--- src/rtl/alu_pkg.sv ---
// Shared opcode, flag-index and FSM-state definitions for the sequential ALU.
// Flags are always packed as {C,Z,N,V} through make_flags so bit order lives in one place.
package alu_pkg;

    localparam int OP_ADD   = 0;
    localparam int OP_LOAD  = 1;
    localparam int OP_STORE = 2;
    localparam int OP_CALL  = 3;
    localparam int OP_RET   = 4;
    localparam int OP_SUB   = 5;
    localparam int OP_AND   = 6;
    localparam int OP_OR    = 7;
    localparam int OP_XOR   = 8;
    localparam int OP_SHL   = 9;
    localparam int OP_SHR   = 10;
    localparam int OP_MUL   = 11;

    localparam int F_C = 3;
    localparam int F_Z = 2;
    localparam int F_N = 1;
    localparam int F_V = 0;

    typedef enum logic {
        IDLE = 1'b0,
        MUL  = 1'b1
    } state_t;

    function automatic logic [3:0] make_flags(input logic c, input logic z,
                                              input logic n, input logic v);
        logic [3:0] f;
        f      = '0;
        f[F_C] = c;
        f[F_Z] = z;
        f[F_N] = n;
        f[F_V] = v;
        return f;
    endfunction

endpackage

--- src/rtl/alu_seq_if.sv ---
// Operand/result handshake bundle between decode/register-read and writeback.
// The master issues ops and consumes results; the ALU is the slave.
interface alu_seq_if #(
    parameter int WIDTH = 18,
    parameter int OPW   = 4
);
    logic             in_valid;
    logic             in_ready;
    logic [OPW-1:0]   op;
    logic [WIDTH-1:0] ina;
    logic [WIDTH-1:0] inb;
    logic             out_valid;
    logic             out_ready;
    logic [WIDTH-1:0] out;
    logic [3:0]       flags;

    modport master (
        output in_valid, op, ina, inb, out_ready,
        input  in_ready, out_valid, out, flags
    );

    modport slave (
        input  in_valid, op, ina, inb, out_ready,
        output in_ready, out_valid, out, flags
    );
endinterface

--- src/rtl/alu_mul_seq.sv ---
// Iterative shift-add multiplier: one multiplier bit per enabled cycle, WIDTH cycles per product.
// done is high during the last iteration; product then already holds the final 2*WIDTH-bit result.
module alu_mul_seq #(
    parameter int WIDTH = 18
) (
    input  logic               clk,
    input  logic               rst_n,
    input  logic               en,
    input  logic               start,
    input  logic [WIDTH-1:0]   a,
    input  logic [WIDTH-1:0]   b,
    output logic               done,
    output logic [2*WIDTH-1:0] product
);
    localparam int CW = $clog2(WIDTH);

    logic [2*WIDTH-1:0] a_reg;
    logic [WIDTH-1:0]   b_reg;
    logic [2*WIDTH-1:0] acc_reg;
    logic [CW-1:0]      cnt_reg;
    logic               busy_reg;
    logic [2*WIDTH-1:0] addend;

    // Partial product for the current multiplier LSB.
    generate
        for (genvar gi = 0; gi < 2*WIDTH; gi++) begin : g_addend
            assign addend[gi] = a_reg[gi] & b_reg[0];
        end
    endgenerate

    assign product = acc_reg + addend;
    assign done    = busy_reg & (cnt_reg == CW'(WIDTH-1));

    always_ff @(posedge clk or negedge rst_n) begin
        if (!rst_n) begin
            a_reg    <= '0;
            b_reg    <= '0;
            acc_reg  <= '0;
            cnt_reg  <= '0;
            busy_reg <= 1'b0;
        end else if (en) begin
            if (start) begin
                a_reg    <= {{WIDTH{1'b0}}, a};
                b_reg    <= b;
                acc_reg  <= '0;
                cnt_reg  <= '0;
                busy_reg <= 1'b1;
            end else if (busy_reg) begin
                acc_reg <= product;
                a_reg   <= a_reg << 1;
                b_reg   <= b_reg >> 1;
                cnt_reg <= cnt_reg + 1'b1;
                if (done) begin
                    busy_reg <= 1'b0;
                end
            end
        end
    end

endmodule

--- src/rtl/alu_seq.sv ---
// Registered ALU with valid/ready handshake and {C,Z,N,V} flags; single-cycle ops
// complete on the edge after accept, MUL runs through alu_mul_seq for WIDTH more cycles.
module alu_seq
    import alu_pkg::*;
#(
    parameter int WIDTH = 18,
    parameter int OPW   = 4
) (
    input  logic     clk,
    input  logic     rst_n,
    input  logic     en,
    alu_seq_if.slave bus
);
    localparam int SHW = $clog2(WIDTH);
    localparam int MSB = WIDTH - 1;

    state_t             state_reg, state_next;
    logic [WIDTH-1:0]   out_reg, out_next;
    logic [3:0]         flags_reg, flags_next;
    logic               out_valid_reg, out_valid_next;

    logic               accept, drain, mul_start, mul_done;
    logic [2*WIDTH-1:0] mul_product;

    logic [WIDTH-1:0]   alu_out;
    logic [3:0]         alu_flags;
    logic               c_bit, v_bit;
    logic [WIDTH:0]     sum, diff, shl_ext, shr_ext;
    logic [SHW-1:0]     shamt;

    assign bus.in_ready  = en & (state_reg == IDLE) & (~out_valid_reg | bus.out_ready);
    assign accept        = bus.in_valid & bus.in_ready;
    assign drain         = en & out_valid_reg & bus.out_ready;
    assign bus.out       = out_reg;
    assign bus.flags     = flags_reg;
    assign bus.out_valid = out_valid_reg;

    // One guard bit above the operand captures carry/borrow and the last shifted-out bit.
    assign shamt   = bus.inb[SHW-1:0];
    assign sum     = {1'b0, bus.ina} + {1'b0, bus.inb};
    assign diff    = {1'b0, bus.ina} - {1'b0, bus.inb};
    assign shl_ext = {1'b0, bus.ina} << shamt;
    assign shr_ext = {bus.ina, 1'b0} >> shamt;

    always_comb begin
        alu_out = '0;
        c_bit   = 1'b0;
        v_bit   = 1'b0;
        case (int'(bus.op))
            OP_ADD: begin
                alu_out = sum[MSB:0];
                c_bit   = sum[WIDTH];
                v_bit   = (bus.ina[MSB] == bus.inb[MSB]) & (sum[MSB] != bus.ina[MSB]);
            end
            OP_LOAD, OP_STORE: alu_out = bus.ina;
            OP_CALL, OP_RET:   alu_out = bus.inb;
            OP_SUB: begin
                alu_out = diff[MSB:0];
                c_bit   = diff[WIDTH];
                v_bit   = (bus.ina[MSB] != bus.inb[MSB]) & (diff[MSB] != bus.ina[MSB]);
            end
            OP_AND: alu_out = bus.ina & bus.inb;
            OP_OR:  alu_out = bus.ina | bus.inb;
            OP_XOR: alu_out = bus.ina ^ bus.inb;
            OP_SHL: begin
                alu_out = shl_ext[MSB:0];
                c_bit   = shl_ext[WIDTH];
            end
            OP_SHR: begin
                alu_out = shr_ext[WIDTH:1];
                c_bit   = shr_ext[0];
            end
            default: alu_out = '0;
        endcase
        alu_flags = make_flags(c_bit, alu_out == '0, alu_out[MSB], v_bit);
    end

    alu_mul_seq #(.WIDTH(WIDTH)) u_mul (
        .clk     (clk),
        .rst_n   (rst_n),
        .en      (en),
        .start   (mul_start),
        .a       (bus.ina),
        .b       (bus.inb),
        .done    (mul_done),
        .product (mul_product)
    );

    always_comb begin
        state_next     = state_reg;
        out_next       = out_reg;
        flags_next     = flags_reg;
        out_valid_next = out_valid_reg;
        mul_start      = 1'b0;
        if (en) begin
            if (drain) begin
                out_valid_next = 1'b0;
            end
            case (state_reg)
                IDLE: begin
                    if (accept) begin
                        if (int'(bus.op) == OP_MUL) begin
                            mul_start  = 1'b1;
                            state_next = MUL;
                        end else begin
                            out_next       = alu_out;
                            flags_next     = alu_flags;
                            out_valid_next = 1'b1;
                        end
                    end
                end
                MUL: begin
                    if (mul_done) begin
                        out_next       = mul_product[MSB:0];
                        flags_next     = make_flags(|mul_product[2*WIDTH-1:WIDTH],
                                                    mul_product[MSB:0] == '0,
                                                    mul_product[MSB], 1'b0);
                        out_valid_next = 1'b1;
                        state_next     = IDLE;
                    end
                end
                default: state_next = IDLE;
            endcase
        end
    end

    always_ff @(posedge clk or negedge rst_n) begin
        if (!rst_n) begin
            state_reg     <= IDLE;
            out_reg       <= '0;
            flags_reg     <= '0;
            out_valid_reg <= 1'b0;
        end else begin
            state_reg     <= state_next;
            out_reg       <= out_next;
            flags_reg     <= flags_next;
            out_valid_reg <= out_valid_next;
        end
    end

endmodule

--- src/flat_wrapper.sv ---
// flat-port wrapper written by rule: the top's interface ports become plain ports
module alu_seq_flat import alu_pkg::*;
#(
    parameter int WIDTH = 18,
    parameter int OPW   = 4
)
  (clk, rst_n, en, bus_in_valid, bus_op, bus_ina, bus_inb, bus_out_ready, bus_in_ready, bus_out_valid, bus_out, bus_flags);
  alu_seq_if #(.WIDTH(WIDTH), .OPW(OPW)) bus_i ();
  input  logic clk;
  input  logic rst_n;
  input  logic en;
  input wire logic [$bits(bus_i.in_valid)-1:0] bus_in_valid;
  input wire logic [$bits(bus_i.op)-1:0] bus_op;
  input wire logic [$bits(bus_i.ina)-1:0] bus_ina;
  input wire logic [$bits(bus_i.inb)-1:0] bus_inb;
  input wire logic [$bits(bus_i.out_ready)-1:0] bus_out_ready;
  output wire logic [$bits(bus_i.in_ready)-1:0] bus_in_ready;
  output wire logic [$bits(bus_i.out_valid)-1:0] bus_out_valid;
  output wire logic [$bits(bus_i.out)-1:0] bus_out;
  output wire logic [$bits(bus_i.flags)-1:0] bus_flags;
  assign bus_i.in_valid = bus_in_valid;
  assign bus_i.op = bus_op;
  assign bus_i.ina = bus_ina;
  assign bus_i.inb = bus_inb;
  assign bus_i.out_ready = bus_out_ready;
  assign bus_in_ready = bus_i.in_ready;
  assign bus_out_valid = bus_i.out_valid;
  assign bus_out = bus_i.out;
  assign bus_flags = bus_i.flags;
  alu_seq #(.WIDTH(WIDTH), .OPW(OPW)) u_core (.clk(clk), .rst_n(rst_n), .en(en), .bus(bus_i));
endmodule
--- config.mk ---
export PLATFORM = sky130hd
export DESIGN_NAME = alu_seq_flat
export DESIGN_NICKNAME = d
export VERILOG_FILES = /design/src/rtl/alu_pkg.sv /design/src/rtl/alu_seq_if.sv /design/src/rtl/alu_mul_seq.sv /design/src/rtl/alu_seq.sv /design/src/flat_wrapper.sv
export SDC_FILE = /design/constraint.sdc
export NUM_CORES = 1
export LEC_CHECK = 0
export CAP_MARGIN = 20
export CORE_AREA = 5 5 155 157
export DETAILED_ROUTE_END_ITERATION = 8
export DIE_AREA = 0 0 160 162
export GPL_TIMING_DRIVEN = 0
export PLACE_DENSITY = 0.71
export SKIP_LAST_GASP = 1
export SYNTH_ARGS = -nofsm -noshare
export SYNTH_HDL_FRONTEND = slang
export SYNTH_SLANG_ARGS = --single-unit
--- constraint.sdc ---
create_clock -name clk -period 9.17 [get_ports clk]
set_input_delay 1.834 -clock clk [delete_from_list [all_inputs] [get_ports clk]]
set_output_delay 1.834 -clock clk [all_outputs]
set_load 0.05 [all_outputs]
# --- After elaboration in Yosys (flattened, before gate mapping) ---
# Cells that the tools add are included.
word_totals:
  out_inout_bits: 24
  regBits: 120
  inputBits: 45
op_classes:
  eq_ne: 19
  n_mux: 32
  n_shift: 2
  add_sub_neg: 4
  bitwise_logic: 50
  reduce_logical: 9
op_table:
  columns: ["op", "n"]
  rows:
  - ["one-hot mux 18 bit (9 select lines)", 1]
  - ["two-way mux 36 bit", 4]
  - ["two-way mux 18 bit", 5]
  - ["bitwise AND 1 bit", 44]
  - ["adder 36 bit", 1]
  - ["logical NOT 18 bit", 2]
  - ["one-hot mux 18 bit (2 select lines)", 1]
  - ["adder 18 x 18 -> 19 bit", 1]
  - ["left shift 18 x 5 -> 19 bit", 1]
  - [">> shifter 19 x 5 -> 19 bit", 1]
  - ["subtractor 18 x 18 -> 19 bit", 1]
  - ["bitwise AND 18 bit", 1]
  - ["OR 18 bit", 1]
  - ["OR reduction 18 bit", 1]
  - ["bitwise XOR 18 bit", 1]
  - ["equality test 4 x 3 -> 1 bit, second input constant", 4]
  - ["equality test 4 bit, second input constant", 4]
  - ["two-way mux 4 bit", 3]
  - ["two-way mux 1 bit", 11]
  - ["two-way mux 5 bit", 2]
  - ["equality test 4 x 2 -> 1 bit, second input constant", 2]
  - ["one-hot mux 4 bit (2 select lines)", 1]
  - ["one-hot mux 1 bit (2 select lines)", 3]
  - ["adder 5 x 1 -> 5 bit, second input constant", 1]
  - ["other kinds (14)", 19]

# --- Longest topological paths before layout ---
logic_depth:
  word_depth: 9
  ltp_mapped: 16
  ltp_nobuf: 14

# --- Cells and area by module ---
# Synthesis repeated with hierarchy kept, for this count alone.
hier_totals:
  hier_cells: 1544
  hier_area_um2: 12939.9
by_module_without_submodules:
  columns: ["module", "instances", "cells_each", "seq_area_each_um2", "area_per_inst_um2"]
  rows:
  - ["alu_mul_seq", 1, 699, 2402.3, 6496.2]
  - ["alu_seq", 1, 845, 575.6, 6443.7]

# --- Least setup slack after synthesis ---
# No wires, ideal clock.
synth_path:
  path_kind: "input-to-reg"
  start: "input bus_inb[2]"
  end: "register u_core.flags_reg[2] (netlist: u_core.bus.flags[2])"
  cell_stages: 14
  setup_slack_ns: 4.162
  t_arrival_ns: 4.928
  cell_sequence: "inv_1 -> clkbuf_1 -> buf_1 -> ha_1 -> nor2b_1 -> o31ai_1 -> a21o_1 -> o311ai_0 -> o22a_1 -> a21oi_1 -> a2111o_1 -> nor4_1 -> nand3_1 -> o211ai_2"
synth_between:
  elab_chain_cells: 6
  elab_cells_between_ends: 12
  classes_between: "2 x add/sub; 2 x shift; 4 x mux; 3 x bitwise; 1 x reduce/logical"
synth_rtl:
  columns: ["element", "line_no", "rtl"]
  rows:
  - ["start, declared", "flat_wrapper.sv:15", "input wire logic [$bits(bus_i.inb)-1:0] bus_inb;"]
  - ["subtractor 18 x 18 -> 19 bit (tied with other cells)", "alu_seq.sv:41", "assign diff = {1'b0, bus.ina} - {1'b0, bus.inb};"]
  - ["one-hot mux 18 bit (9 select lines) *", "alu_seq.sv:49", "case (int'(bus.op))"]
  - ["logical NOT 18 bit *", "alu_seq.sv:75", "alu_flags = make_flags(c_bit, alu_out == '0, alu_out[MSB], v_bit);"]
  - ["two-way mux 4 bit *", "alu_seq.sv:102", "if (int'(bus.op) == OP_MUL) begin"]
  - ["two-way mux 4 bit *", "alu_seq.sv:101", "if (accept) begin"]
  - ["one-hot mux 4 bit (2 select lines) *", "alu_seq.sv:99", "case (state_reg)"]
  - ["end signal, assigned", "alu_seq.sv:136", "flags_reg <= flags_next;"]
  - ["end, declared", "alu_seq.sv:19", "logic [3:0] flags_reg, flags_next;"]
# Every way passes the cells marked *; elsewhere a longest branch is shown, timed or not. The select of a mux whose other input is x is not followed.
# A chain may end at the register's enable or synchronous reset.

# --- Worst setup path after layout ---
layout_path:
  start: "input bus_inb[2]"
  end: "register u_core.flags_reg[3] (netlist: u_core.bus.flags[3])"
layout_between:
  elab_chain_cells: 5
  elab_cells_between_ends: 8
  classes_between: "2 x add/sub; 2 x shift; 4 x mux"
layout_rtl:
  columns: ["element", "line_no"]
  rows:
  - ["subtractor 18 x 18 -> 19 bit (tied with other cells)", "alu_seq.sv:41"]
  - ["one-hot mux 1 bit (4 select lines) *", "alu_seq.sv:49"]
  - ["two-way mux 4 bit *", "alu_seq.sv:102"]
  - ["two-way mux 4 bit *", "alu_seq.sv:101"]
  - ["one-hot mux 4 bit (2 select lines) *", "alu_seq.sv:99"]
# Marked as above.

==> results.cfg <==
[critical_path]
crit_arrival_ns = 7.08
cpMostUsedCell = o311ai_0
cpPeakStageDelay_ns = 0.65
critPathKind = in2reg
cp-end-kind = register
cp_slowest_cell = o21ai_0
critPathBufInv = 4
critical_path.top_delay_family = compound AO/OA/AOI/OAI gates
ff2ff_path_depth = 14
worstSetupPathDepth = 15
required_ns = 9.46
critPathMaxFanout = 11
crit_path_start_kind = input port
cp_cell_sequence = clkdlybuf4s50_1 -> inv_1 -> clkbuf_1 -> buf_1 -> ha_1 -> nor2b_1 -> o31ai_1 -> a21o_1 -> o311ai_0 -> o311ai_0 -> o22ai_1 -> o21ai_0 -> nand4_1 -> nor4_1 -> a31oi_1

[finish]
multi_input_area_mm2 = 0.00846
fillers = 2034
drive_gt1_share_pct = 6.51
antenna-diode-count = 0
ff_latch_area_mm2 = 0.00298
area.growth.synth_to_final_pct = 13.9
post-route-util_pct = 61.8
fin_nets = 1787

[clock_tree]
post_cts_buffers = 0
cts_max_level = 4
clk_path_buf_depth = 2
cts_buffers = 17
cts_resized = 0
ctsRootBufferMaster = clkbuf_16
cts_tree = done
holdBufCountCts = 0
clock_latency_ns = 0.42
cts.clk_slew.worst_paths_ns = 0.06
cts.sinks = 119

[sta]
slew_viol_final = 0
min_period_ns = 6.79
setup_violations = 0
relSlewSlack_pct = 25.2
finalCritPeriodShare_pct = 74.1
fin_hold_ws_ns = 0.488
finalClockSkew_ns = 0.0109
rsz0062_at_grt = false
finalHoldViolations = 0
tightest_slew_ns = 1.12
timing.fmax_mhz = 147
setup_tns_ns = 0

[power_and_ir_drop]
seqPwrFrac_pct = 33.9
internal-power_uw = 1050
p_sw_uw = 497
peakVddDrop_mv = 0.0884
p_leak_uw = 0.00612
pwr-share-comb_pct = 21.2
p_sw_share_pct = 32.1
pwr-share-clk_pct = 45.0
powerDensity_mw_per_mm2 = 112

[route]
drt-initial-drc-count = 1567
totalWireLength_um = 45400
num_vias = 12800
antenna_left = 0
firstDrtPassIters = 6
wire_per_inst_um = 23.3
vias_per_cell = 6.60
drc = 0

[floorplan]
die_y_um = 162
row_count = 55
num_io_pins = 69
die_w_um = 160
core-area_mm2 = 0.0224
start_util_pct = 54.3
die_area_mm2 = 0.0259

[yosys]
synth_area_mm2 = 0.0121
synth.avg_cell_area_um2 = 7.79
synth_area_leaders = dfrtp_1 (25%), ha_1 (9.5%), nand2_1 (6.7%), a21oi_1 (6.3%), mux2i_1 (5.1%)
synth_seq_area_share_pct = 24.5
netlist.area_leader.share_pct = 24.5
yosysUniqueCellTypes = 87
ys_ff_latch = 119
syn_nets = 1699
synth_edf_count = 0
ys.warnings.count = 0
synthArstFlopShare_pct = 100
synth-main-ff-cell = dfrtp_1
synthesis.instances = 1559
synth_top_area_cell = dfrtp_1

[min_path]
hold_class = reg2reg
hold_depth = 2

[run]
drv_cap = 0

[global_routing]
grt_max_degree = 85
grt-ovfl-total = 0
track_usage_pct = 34.4
grt_pass1_wl_um = 70600
antenna_found_initial = 1
grt_pass1_vias = 12400

[outcome]
outcome = complete, no violations

[place]
io_buffers = 66
place_congestion = 0.997
hpwl_um = 34400
[cell families (layout without fill, tap and decap cells)]
group	Yosys count	after routing	share of synthesized area, %
XOR/XNOR	38	38	2.74
adder cells (fa/ha/maj)	95	95	9.97
flip-flops	119	119	24.5
multiplexers	98	98	10.4
AO/OA/AOI/OAI	486	486	25.5
AND/OR/NAND/NOR	539	539	20.9
buffers and inverters	184	285	6.01
[per-stage QoR]
stage | power, µW | worst slack (ns) | cell area, µm² | instances
final | 1550 | 2.38 | 13800 | 1945
after global routing | 1600 | 2.23 | 13800 | 1945
after CTS | 1540 | 2.64 | 13800 | 1945
after detailed placement | 851 | 2.24 | 13200 | 1913
after global placement | 849 | 1.49 | 13200 | 1910
after floorplan | 727 | 4.16 | 12100 | 1559
[power by group through the flow]
stage | sequential [µW] | clock (µW) | combinational, µW
after floorplan | 535 | 0 | 192
after global placement | 535 | 0 | 314
after detailed placement | 535 | 0 | 316
after CTS | 525 | 699 | 318
after global routing | 525 | 726 | 351
final | 525 | 697 | 328
[layout make-up]
cell class / instances / share of cell area, %
multi-input combinational: 1256 / 61.1
sequential: 119 / 21.5
timing repair buffer: 69 / 5.09
buffer: 119 / 3.52
clock buffer: 17 / 3.08
tap: 285 / 2.58
inverter: 65 / 1.76
clock inverter: 15 / 1.30
[synth_stat cells (all sizes together) (4+ instances only)]
library cell / count
nor3: 23
nor4: 9
nand2b: 16
buf: 23
xor2: 15
a22oi: 17
a221o: 7
a21o: 17
a21oi: 154
and2: 47
a31oi: 12
inv: 64
nor2b: 8
clkbuf: 96
and3: 16
o2111ai: 5
o221ai: 12
nand4: 16
nor2: 116
dfrtp: 119
a2111oi: 9
nor3b: 5
o21bai: 10
o22ai: 4
a221oi: 15
mux4: 20
a2111o: 4
o31ai: 15
o21ai: 125
nand2: 217
o21a: 7
o211ai: 16
xnor2: 23
ha: 92
or3: 7
nand3: 32
mux2: 16
or2: 4
or4: 8
mux2i: 62
a211oi: 19
[metal layers]
metal	vias up	global-route usage, %	wire, µm
met5	-	0	13
met4	2	17.9	2690
met3	156	5.79	4150
met2	740	54.8	20300
met1	6097	45.1	18200
li1	5835	-	-
[cell usage in the layout (no fill, tap or decap), types with 8 or more instances in the layout]
master / instances
a211oi_1: 19
a21o_1: 17
a21oi_1: 154
a221oi_1: 15
a22oi_1: 17
a31oi_1: 12
and2_1: 46
and3_1: 16
buf_2: 13
clkbuf_1: 95
clkbuf_16: 17
clkdlybuf4s50_1: 65
dfrtp_1: 119
ha_1: 92
inv_1: 62
mux2_2: 13
mux2i_1: 62
mux4_2: 20
nand2_1: 217
nand2b_1: 16
nand3_1: 32
nand4_1: 16
nor2_1: 116
nor2b_1: 8
nor3_1: 23
o211ai_1: 14
o21ai_0: 119
o21bai_1: 10
o221ai_1: 12
o31ai_1: 15
or4_1: 8
xnor2_1: 23
xor2_1: 15
[path summary, 6_finish.rpt]
check                      slack [ns]                     end             startpoint
hold reg to reg                  0.49       u_core.bus.out[8]      u_core.bus.out[8]
hold / removal                   0.49       u_core.bus.out[8]      u_core.bus.out[8]
min in group asynchronous        1.31      u_core.bus.out[14]                  rst_n
max in group asynchronous        7.10  u_core.u_mul.a_reg[32]                  rst_n
setup reg to reg                 4.41     u_core.bus.flags[3]  u_core.u_mul.b_reg[0]
setup / recovery                 2.38     u_core.bus.flags[3]             bus_inb[2]
[tightest hold or removal path: cells and delay by family, from the launching register on]
kind | cells | cell delay [ns]
AND/OR/NAND/NOR | 1 | 0.05
AO/OA/AOI/OAI | 1 | 0.06
flip-flops | 1 | 0.35
(Power assumes the default switching activity.)
